### config.mk
export PLATFORM = sky130hd
export DESIGN_NAME = cycle_interval_monitor
export DESIGN_NICKNAME = d
export VERILOG_FILES = /design/src/rtl/cycle_interval_monitor.sv
export SDC_FILE = /design/constraint.sdc
export NUM_CORES = 1
export LEC_CHECK = 0
export BUFFER_PORTS_ARGS = -buffer_cell sky130_fd_sc_hd__buf_2
export CAP_MARGIN = 30
export CORE_ASPECT_RATIO = 1.2
export CORE_MARGIN = 4
export CORE_UTILIZATION = 45
export CTS_CLUSTER_SIZE = 12
export DETAILED_ROUTE_END_ITERATION = 10
export PLACE_DENSITY = 0.66
export SYNTH_ARGS = -nofsm -noshare
export SYNTH_HDL_FRONTEND = slang
export SYNTH_SLANG_ARGS = --single-unit
### constraint.sdc
create_clock -name clk -period 2.15 [get_ports clk]
set_clock_uncertainty 0.05 [all_clocks]
set_input_delay 0.215 -clock clk [delete_from_list [all_inputs] [get_ports clk]]
set_output_delay 0.215 -clock clk [all_outputs]
set_load 0.005 [all_outputs]
### src/rtl/cycle_interval_monitor.sv
// Measures the cycle distance between consecutive detector events and queues the
// intervals in a small FWFT FIFO, alongside a saturating event total and a sticky drop flag.
module cycle_interval_monitor #(
  parameter int CNT_W   = 8,
  parameter int DEPTH   = 4,
  parameter int TOTAL_W = 16
) (
  input  logic               clk,
  input  logic               rst,
  input  logic               detected,
  output logic               out_valid,
  input  logic               out_ready,
  output logic [CNT_W-1:0]   out_interval,
  output logic [TOTAL_W-1:0] total,
  output logic               overflow,
  input  logic               clr_ovf
);

  localparam int AW = $clog2(DEPTH);
  localparam logic [AW:0]        FULL_CNT  = (AW + 1)'(DEPTH);
  localparam logic [CNT_W-1:0]   GAP_MAX   = '1;
  localparam logic [TOTAL_W-1:0] TOTAL_MAX = '1;

  typedef enum logic {IDLE, TIMING} state_t;

  state_t             state_q, state_d;
  logic [CNT_W-1:0]   gap_q, gap_d;
  logic [CNT_W-1:0]   mem_q [DEPTH];
  logic [AW-1:0]      wr_q, wr_d, rd_q, rd_d;
  logic [AW:0]        cnt_q, cnt_d;
  logic [TOTAL_W-1:0] total_q, total_d;
  logic               ovf_q, ovf_d;
  logic               push, pop, full, empty, do_write, drop;

  always_comb begin
    state_d = state_q;
    gap_d   = gap_q;
    push    = 1'b0;
    case (state_q)
      IDLE: begin
        if (detected) begin
          state_d = TIMING;
          gap_d   = CNT_W'(1);
        end
      end
      TIMING: begin
        if (detected) begin
          push  = 1'b1;
          gap_d = CNT_W'(1);
        end else if (gap_q != GAP_MAX) begin
          gap_d = gap_q + 1'b1;
        end
      end
      default: state_d = IDLE;
    endcase

    total_d = (detected && total_q != TOTAL_MAX) ? total_q + 1'b1 : total_q;

    // A push into a full FIFO survives only if the head leaves in the same cycle.
    empty    = (cnt_q == '0);
    full     = (cnt_q == FULL_CNT);
    pop      = !empty && out_ready;
    do_write = push && (!full || pop);
    drop     = push && full && !pop;

    wr_d = do_write ? wr_q + 1'b1 : wr_q;
    rd_d = pop ? rd_q + 1'b1 : rd_q;
    case ({do_write, pop})
      2'b10:   cnt_d = cnt_q + 1'b1;
      2'b01:   cnt_d = cnt_q - 1'b1;
      default: cnt_d = cnt_q;
    endcase

    ovf_d = drop ? 1'b1 : (clr_ovf ? 1'b0 : ovf_q);
  end

  always_ff @(posedge clk) begin
    if (!rst) begin
      state_q <= IDLE;
      gap_q   <= '0;
      wr_q    <= '0;
      rd_q    <= '0;
      cnt_q   <= '0;
      total_q <= '0;
      ovf_q   <= 1'b0;
    end else begin
      state_q <= state_d;
      gap_q   <= gap_d;
      wr_q    <= wr_d;
      rd_q    <= rd_d;
      cnt_q   <= cnt_d;
      total_q <= total_d;
      ovf_q   <= ovf_d;
    end
  end

  // Storage needs no reset; the count gates what is visible.
  always_ff @(posedge clk) begin
    if (rst && do_write) mem_q[wr_q] <= gap_q;
  end

  assign out_valid    = !empty;
  assign out_interval = empty ? '0 : mem_q[rd_q];
  assign total        = total_q;
  assign overflow     = ovf_q;

endmodule

==> flow_summary.json, run 1 <==
{
  "drc_errors": 0,
  "h-tree-depth": 3,
  "firstDrtPassIters": 4,
  "core_area_um2": 6410,
  "p_per_area_nw_per_um2": 875,
  "ant_nets": 0,
  "synth_commonest_cells": "dfxtp_1 (35), edfxtp_1 (32), nor2_1 (21)",
  "yosys.area.top_type": "edfxtp_1",
  "antenna_found_initial": 0,
  "num_io_pins": 31,
  "clkSlewWorstSetupHoldPaths_ps": 70,
  "syn_nets": 263,
  "wl_per_cell_um": 13.8,
  "cp_max_fo": 5,
  "diodes": 0,
  "clock-root-buffer": "clkbuf_8",
  "drive_gt1_share_pct": 26.7,
  "cts_buffers": 9,
  "hold_class": "input pin to flop",
  "startpoint_type": "flop",
  "seq_area_frac_synth_pct": 56.4,
  "ys_types": 48,
  "cp-end-kind": "flop",
  "dieArea_um2": 7910,
  "fmaxAchievable_mhz": 500,
  "ys.flop_type": "dfxtp_1",
  "initial_core_util_pct": 46.0,
  "hold_viol": 0,
  "outcome": "finished clean",
  "finalSetupTns_ps": 0,
  "worst_pin_slew_ps": 437,
  "synth_area_per_cell_um2": 11.7,
  "num_vias": 2129,
  "synth_top_cells_by_area": "edfxtp_1 (33%), dfxtp_1 (24%), mux4_2 (6.1%), nor2_1 (2.7%), ha_1 (2.5%)",
  "grt_pass1_vias": 2056,
  "crit_top_cell": "or3_1",
  "gp_congestion": 0.741,
  "area_delta_synth_final_pct": 19.7,
  "synth.top_cell.area_share_pct": 32.6,
  "nets": 314,
  "insertion_delay_ps": 340,
  "arrival_ps": 2160,
  "initialDrtViolationCount": 88,
  "cts_sinks": 67,
  "via_per_inst": 5.43,
  "maxSlewHeadroom_pct": 70.5,
  "rsz0062_at_grt": "no",
  "crit_chain": "or3_1 -> and3_4 -> inv_1 -> fa_1 -> or3_1 -> a31oi_1 -> a21oi_1",
  "cp.required_ps": 2310,
  "crit_family": "simple AND/OR/NAND/NOR gates",
  "power_leakage_nw": 1.28,
  "syn-instance-count": 251,
  "syn_area_um2": 2950,
  "final_util_pct": 55.0,
  "synth_edf_count": 32,
  "ys_warn_count": 0,
  "post_cts_buffers": 0,
  "cts_max_path_buffers": 2,
  "fp.dieH_um": 96.6,
  "grt_max_degree": 26,
  "grt-ovfl-total": 0,
  "async_flop_share_pct": 0,
  "rows": 32,
  "max-vdd-ir-drop_uv": 413,
  "cpPeakStageDelay_ps": 420,
  "port_buffers": 30,
  "grt_pass1_wl_mm": 9.23,
  "totalWireLength_mm": 5.42,
  "path_buf_inv": 1,
  "fin_crit_sh_pct": 93.1,
  "cts_tree": "built",
  "dieWidth_um": 81.9,
  "path_class": "flop to flop",
  "fin_crit_ps": 2000,
  "ys_ff_latch": 67,
  "cp_slowest_cell": "fa_1",
  "cap_violations": 0,
  "grtUsageTotal_pct": 15.2,
  "slew_viol_final": 0,
  "synth_most_common_cell": "dfxtp_1",
  "dp_hpwl_mm": 3.88,
  "finalSetupViolCount": 0
}
## layer usage
layer | GRT usage (%) | vias up | part of all wire, %
met5 | 0 | - | 0
met4 | 8.18 | 0 | 2.6
li1 | - | 1050 | -
met1 | 18.5 | 1020 | 43
met2 | 24.3 | 45 | 51
met3 | 3.72 | 14 | 3.8
## where the power goes
group / switching [W] / total [W] / internal (W)
sequential: 0.0000344 / 0.00141 / 0.00138
clock: 0.000492 / 0.00115 / 0.000660
combinational: 0.000249 / 0.000521 / 0.000272
total: 0.000775 / 0.00308 / 0.00231
## metrics by stage
step / setup WS (ps) / cell area (um^2) / hold slack [ps] / cells / power (W)
after global placement: 174 / 3290 / 442 / 376 / 0.00195
after floorplan: 142 / 2950 / 282 / 251 / 0.00177
after detailed placement: 136 / 3290 / 446 / 376 / 0.00196
final: 148 / 3530 / 135 / 392 / 0.00308
after CTS: 121 / 3520 / 120 / 392 / 0.00313
after global routing: 40.6 / 3530 / 140 / 392 / 0.00326
## final timing paths
kind,startpoint,to,slack [ps],depth (start not counted)
worst max register to register,cnt_q[2],cnt_q[2],150,7
worst min-delay path,clr_ovf,overflow,130,4
worst min register to register,total[13],total[13],460,2
worst max-delay path,cnt_q[2],cnt_q[2],150,7
## layout make-up
cell class	instances	area [um^2]
clock buffer	9	124
inverter	11	41.3
tap	85	106
fill	582	2880
sequential	67	1660
timing repair buffer	47	278
clock inverter	7	103
multi-input combinational	166	1210
## layout by cell type, fill, tap and decap left out, drive strengths merged, types with 2 or more instances in the layout
master,count
mux4,8
ha,6
nor4,5
buf,47
and3,7
nor2,21
bufinv,2
inv,11
o211ai,2
xnor2,4
or3,8
a21oi,14
clkinv,4
mux2i,4
nand3,9
o31ai,5
and2,8
dfxtp,35
or4,7
edfxtp,32
nand2,11
nand4,7
o41ai,3
xor2,5
or2,3
nor3,2
o21ai,11
and4,2
clkbuf,9
## cell families (layout without fill, tap and decap cells)
family,count (synthesis),in the layout,synth area share (%)
and+or+nand+nor,94,94,18.2
DFF,67,67,56.4
AOI/OAI and AO/OA,44,44,9.39
buffers and inverters,18,74,2.59
muxes,12,12,7.48
xor gates and xnor gates,9,9,2.68
adders and majority gates,7,7,3.23
## state kept, by name, summed over array words and instances, names as in the netlist, named ones only
register	count
rd_q	2
mem_q	32
gap_q	8
total	16
overflow	1
state_q	1
cnt_q	3
wr_q	2
## repair_timing
action | 4_1_cts | 5_1_grt
gates resized for setup | 0 | 1
endpoints found under the setup margin | 0 | 1
hold buffers | 0 | 0
## tightest hold or removal path: cells and delay by family
family	cells	cell delay [ps]
buffers and inverters	2	150
and+or+nand+nor	1	70
AOI/OAI and AO/OA	1	50
No activity file was read; power rests on OpenSTA's default activity.
==> inputs of run 2 (changes only) <==
CORE_UTILIZATION = 52   (was 45)
PLACE_DENSITY = 0.75   (was 0.66)
==> run 2 against run 1 <==
  * Wire length grew 0.46%
  * Sequential share of layout area grew 0.85 points
  * Maximum frequency shrank 0.58%
  * Worst setup slack lost 12 ps
  * First-iteration DRC count grew 86%
  * Global-route usage grew 1.6 points
  * Worst hold slack lost 12 ps
  * Register-to-register slack is essentially flat
  * Flip-flop and latch count is the same
  * Via count grew 1.4%
  * Combinational power is essentially flat
  * Die area shrank 12%
  * Critical path type unchanged
  * Critical endpoint unchanged
==> flow_summary.json, run 2 (same netlist as run 1, synthesis figures left out) <==
{
  "stdcell_area_um2": 3460,
  "max_flop_register": "mem_q",
  "drive_gt1_share_pct": 27.3,
  "via_per_inst": 5.84,
  "final_cell_mix": "dfxtp_1 (35), edfxtp_1 (32), buf_2 (30)",
  "finalSetupViolCount": 0,
  "cts_sinks": 67,
  "finalSetupTns_ps": 0,
  "firstDrtPassIters": 4,
  "cts_max_path_buffers": 2,
  "h-tree-depth": 3,
  "startpoint_type": "flop",
  "clock-root-buffer": "clkbuf_8",
  "hold_depth": 4,
  "arrival_ps": 2170,
  "cap_violations": 0,
  "dpl_cell_area_um2": 3270,
  "power_leakage_nw": 1.26,
  "hold_path_end": "overflow",
  "rr_startpoint": "cnt_q[2]",
  "insertion_delay_ps": 340,
  "seqCellArea_um2": 1660,
  "clkSlewWorstSetupHoldPaths_ps": 80,
  "hold_viol": 0,
  "cp-end-kind": "flop",
  "dieWidth_um": 76.7,
  "outcome": "finished clean",
  "ant_nets": 0,
  "grt_max_degree": 26,
  "fmaxAchievable_mhz": 497,
  "num_vias": 2159,
  "fp.dieH_um": 90.4,
  "cp_max_fo": 5,
  "multi_input_area_um2": 1220,
  "largest_register_ffs": 32,
  "core_area_um2": 5410,
  "num_io_pins": 31,
  "r2r_cells": 7,
  "path_class": "flop to flop",
  "grt-ovfl-total": 0,
  "finalPower_w": 0.00285,
  "hold_start": "clr_ovf",
  "gp_congestion": 0.805,
  "cts_tree": "built",
  "initial_core_util_pct": 54.5,
  "layout_commonest_cell": "dfxtp_1",
  "cp.required_ps": 2310,
  "p_per_area_nw_per_um2": 822,
  "initialDrtViolationCount": 164,
  "fin_crit_ps": 2010,
  "totalWireLength_mm": 5.45,
  "dieArea_um2": 6940,
  "wl_per_cell_um": 14.7,
  "slew_viol_final": 0,
  "cts_buffers": 9,
  "rsz0062_at_grt": "no",
  "maxSlewHeadroom_pct": 68.1,
  "r2r-end": "cnt_q[2]",
  "post_cts_buffers": 0,
  "diodes": 0,
  "dp_hpwl_mm": 3.87,
  "area_delta_synth_final_pct": 17.6,
  "hold_class": "input pin to flop",
  "nFillCells": 409,
  "nets": 315,
  "port_buffers": 30,
  "worst_pin_slew_ps": 474,
  "grt_pass1_vias": 2001,
  "drc_errors": 0,
  "grt_pass1_wl_mm": 9.32,
  "antenna_found_initial": 0,
  "grtUsageTotal_pct": 16.8,
  "fin_crit_sh_pct": 93.7,
  "max-vdd-ir-drop_uv": 430,
  "rows": 29,
  "rrSetupSlack_ps": 140
}
run 2: changes by cell type in the layout (fill, tap and decap cells not counted), sizes merged:
| cell | change |
|---|---|
| bufinv | -2 |
| clkinvlp | +2 |
| buf | +1 |
| clkinv | -1 |
| inv | +1 |
run 2: layout make-up:
class / count / area share (%)
Inverter: 11 / 1.19
Clock buffer: 9 / 3.58
Multi-Input combinational cell: 166 / 35.2
Sequential cell: 67 / 48.0
Tap cell: 62 / 2.24
Timing Repair Buffer: 48 / 8.24
Clock inverter: 7 / 1.55
run 2: how the worst max path moves through the flow:
stage,from,endpoint,slack [ps],cells after the start
3_5_place_dp,total[0],total[1],110,6
6_report,cnt_q[2],cnt_q[2],140,7
4_1_cts,total[0],total[1],80,6
2_1_floorplan,cnt_q[0],cnt_q[2],140,7
3_3_place_gp,total[0],total[1],120,6
5_1_grt,cnt_q[2],cnt_q[2],20,7
run 2: through the flow:
stage	hold WS (ps)	worst slack, ps	instances	utilization (%)
6_report	122	136	370	64.1
3_5_place_dp	437	107	354	60.5
2_1_floorplan	282	142	251	-
5_1_grt	133	22.8	370	64.1
3_3_place_gp	439	124	354	60.5
4_1_cts	114	76.3	370	63.8
run 2: critical path: stages, from the launching register on:
cell and delay (ps):
dfxtp_1 370, or3_1 150, and3_4 200, inv_1 50, fa_1 410, or3_1 390
a31oi_1 190, a21oi_1 80
run 2: repair_timing:
action,4_1_cts,5_1_grt
setup endpoints to repair,0,4
gates resized for setup,0,2
hold buffers,0,0
run 2: where the power goes:
part / internal [W] / switching, W / total, W
registers: 0.00138 / 0.0000373 / 0.00142
clock network: 0.000423 / 0.000491 / 0.000914
logic: 0.000271 / 0.000248 / 0.000520
total: 0.00207 / 0.000776 / 0.00285
run 2: layer usage:
| metal | part of all wire (%) | vias up | GRT usage, % |
|---|---|---|---|
| met5 | 0 | - | 0 |
| met4 | 2.1 | 0 | 9.52 |
| met3 | 3.5 | 9 | 3.39 |
| met2 | 50 | 50 | 27.3 |
| met1 | 44 | 1034 | 20.8 |
| li1 | - | 1066 | - |
==> inputs of run 3 (changes only) <==
CORE_UTILIZATION = 40   (was 52)
PLACE_DENSITY = 0.64   (was 0.75)
==> run 3 against run 2 <==
  * Final area rose by 0.98%
  * Global-route usage down 3.3 points
  * Largest cell class unchanged
  * Maximum frequency decreased by 0.60%
  * Wire length decreased by 0.22%
  * Die area rose by 27%
  * Sequential share of layout area down 0.46 points
  * Combinational power is 1% higher
==> flow_summary.json, run 3 (same netlist as run 1, synthesis figures left out) <==
{
  "port_buffers": 30,
  "largest_register_ffs": 32,
  "ant_nets": 0,
  "p_per_area_nw_per_um2": 921,
  "cts_buffers": 9,
  "dp_cells": 374,
  "dieWidth_um": 86.3,
  "layout_commonest_cell": "dfxtp_1",
  "area_delta_synth_final_pct": 18.7,
  "wl_met3_um": 164,
  "cp.required_ps": 2320,
  "crit_top_cell": "or3_1",
  "rr_startpoint": "cnt_q[2]",
  "startpoint_type": "flop",
  "r2r-end": "cnt_q[2]",
  "post-place-ws_ps": 114,
  "arrival_ps": 2190,
  "wl_met2_mm": 2.73,
  "wl_per_cell_um": 13.9,
  "crit_chain": "or3_1 -> and3_2 -> inv_1 -> fa_1 -> or3_1 -> a31oi_1 -> a21oi_1",
  "hold_depth": 4,
  "cts_tree": "built",
  "fmaxAchievable_mhz": 494,
  "diodes": 0,
  "final_util_pct": 48.6,
  "drc_errors": 0,
  "hold_viol": 0,
  "h-tree-depth": 3,
  "insertion_delay_ps": 340,
  "crit_family": "simple AND/OR/NAND/NOR gates",
  "core_area_um2": 7190,
  "grt_pass1_vias": 1933,
  "worst_pin_slew_ps": 430,
  "grt_max_degree": 26,
  "hold_path_end": "overflow",
  "clock-root-buffer": "clkbuf_8",
  "cts_sinks": 67,
  "highest_layer": "met4",
  "path_buf_inv": 1,
  "num_io_pins": 31,
  "grtUsageTotal_pct": 13.6,
  "stdcell_count": 390,
  "cp-end-kind": "flop",
  "fin_crit_ps": 2030,
  "r2r_cells": 7,
  "dieArea_um2": 8810,
  "dp_hpwl_mm": 3.84,
  "path_class": "flop to flop",
  "cpPeakStageDelay_ps": 410,
  "finalSetupViolCount": 0,
  "initialDrtViolationCount": 88,
  "totalWireLength_mm": 5.43,
  "cap_violations": 0,
  "fp.dieH_um": 102,
  "hold_class": "input pin to flop",
  "antenna_found_initial": 0,
  "fin_crit_sh_pct": 94.2,
  "drive_gt1_share_pct": 25.0,
  "power_leakage_nw": 1.26,
  "hold_start": "clr_ovf",
  "via_per_inst": 5.32,
  "worst_slack_ps": 124,
  "num_vias": 2075,
  "grt-ovfl-total": 0,
  "rsz0062_at_grt": "no",
  "rows": 34,
  "wl_met1_mm": 2.41,
  "max_flop_register": "mem_q",
  "cts_max_path_buffers": 2,
  "rrSetupSlack_ps": 120,
  "slew_viol_final": 0,
  "outcome": "finished clean",
  "clkSlewWorstSetupHoldPaths_ps": 80,
  "nets": 307,
  "gp_congestion": 0.749,
  "maxSlewHeadroom_pct": 71.0,
  "firstDrtPassIters": 4,
  "grt_pass1_wl_mm": 9.20,
  "finalSetupTns_ps": 0,
  "final_cell_mix": "dfxtp_1 (35), edfxtp_1 (32), buf_2 (30)",
  "initial_core_util_pct": 41.0,
  "cp_slowest_cell": "fa_1",
  "cp_max_fo": 5,
  "max-vdd-ir-drop_uv": 477
}
run 3: where the power goes:
part / internal, W / leakage [nW] / total [W] / switching, W
Clock: 0.000780 / 0.120 / 0.00129 / 0.000505
Combinational: 0.000267 / 0.550 / 0.000525 / 0.000258
Sequential: 0.00138 / 0.586 / 0.00141 / 0.0000341
Total: 0.00242 / 1.26 / 0.00322 / 0.000797
run 3: final cells by class:
cell class,instances,area (um^2)
Clock buffer,9,124
Clock inverter,7,124
Fill cell,658,3690
Inverter,11,41.3
Multi-Input combinational cell,166,1210
Sequential cell,67,1660
Tap cell,90,113
Timing Repair Buffer,40,225
run 3: metrics by stage:
step                hold WS (ps)  total power, W  cell area (um^2)
global placement             429         0.00197              3250
finish                       121         0.00322              3500
detailed placement           445         0.00198              3250
floorplan                    282         0.00177              2950
CTS                          116         0.00326              3500
global route                 144         0.00339              3500
run 3: per-layer routing:
metal	vias to the layer above	GRT usage, %
met5	-	0
met4	0	7.55
met3	10	2.82
met2	32	22.1
met1	992	16.8
li1	1041	-
run 3: tightest hold or removal path: cells and delay by family:
family          cells  cell delay (ps)
compound gates      1               50
buf+inv             2              140
simple gates        1               70
run 3: how the worst max path moves through the flow:
stage,start,to,slack [ps],cells past startpoint
finish,cnt_q[2],cnt_q[2],120,7
global route,cnt_q[2],cnt_q[2],10,7
CTS,cnt_q[2],cnt_q[2],100,7
detailed placement,cnt_q[2],cnt_q[2],110,7
global placement,cnt_q[2],cnt_q[2],170,7
floorplan,cnt_q[0],cnt_q[2],140,7
run 3: repair_timing:
item,CTS,global route
hold buffers,0,0
gates resized for setup,0,1
endpoints found under the setup margin,0,1
setup buffers,0,0
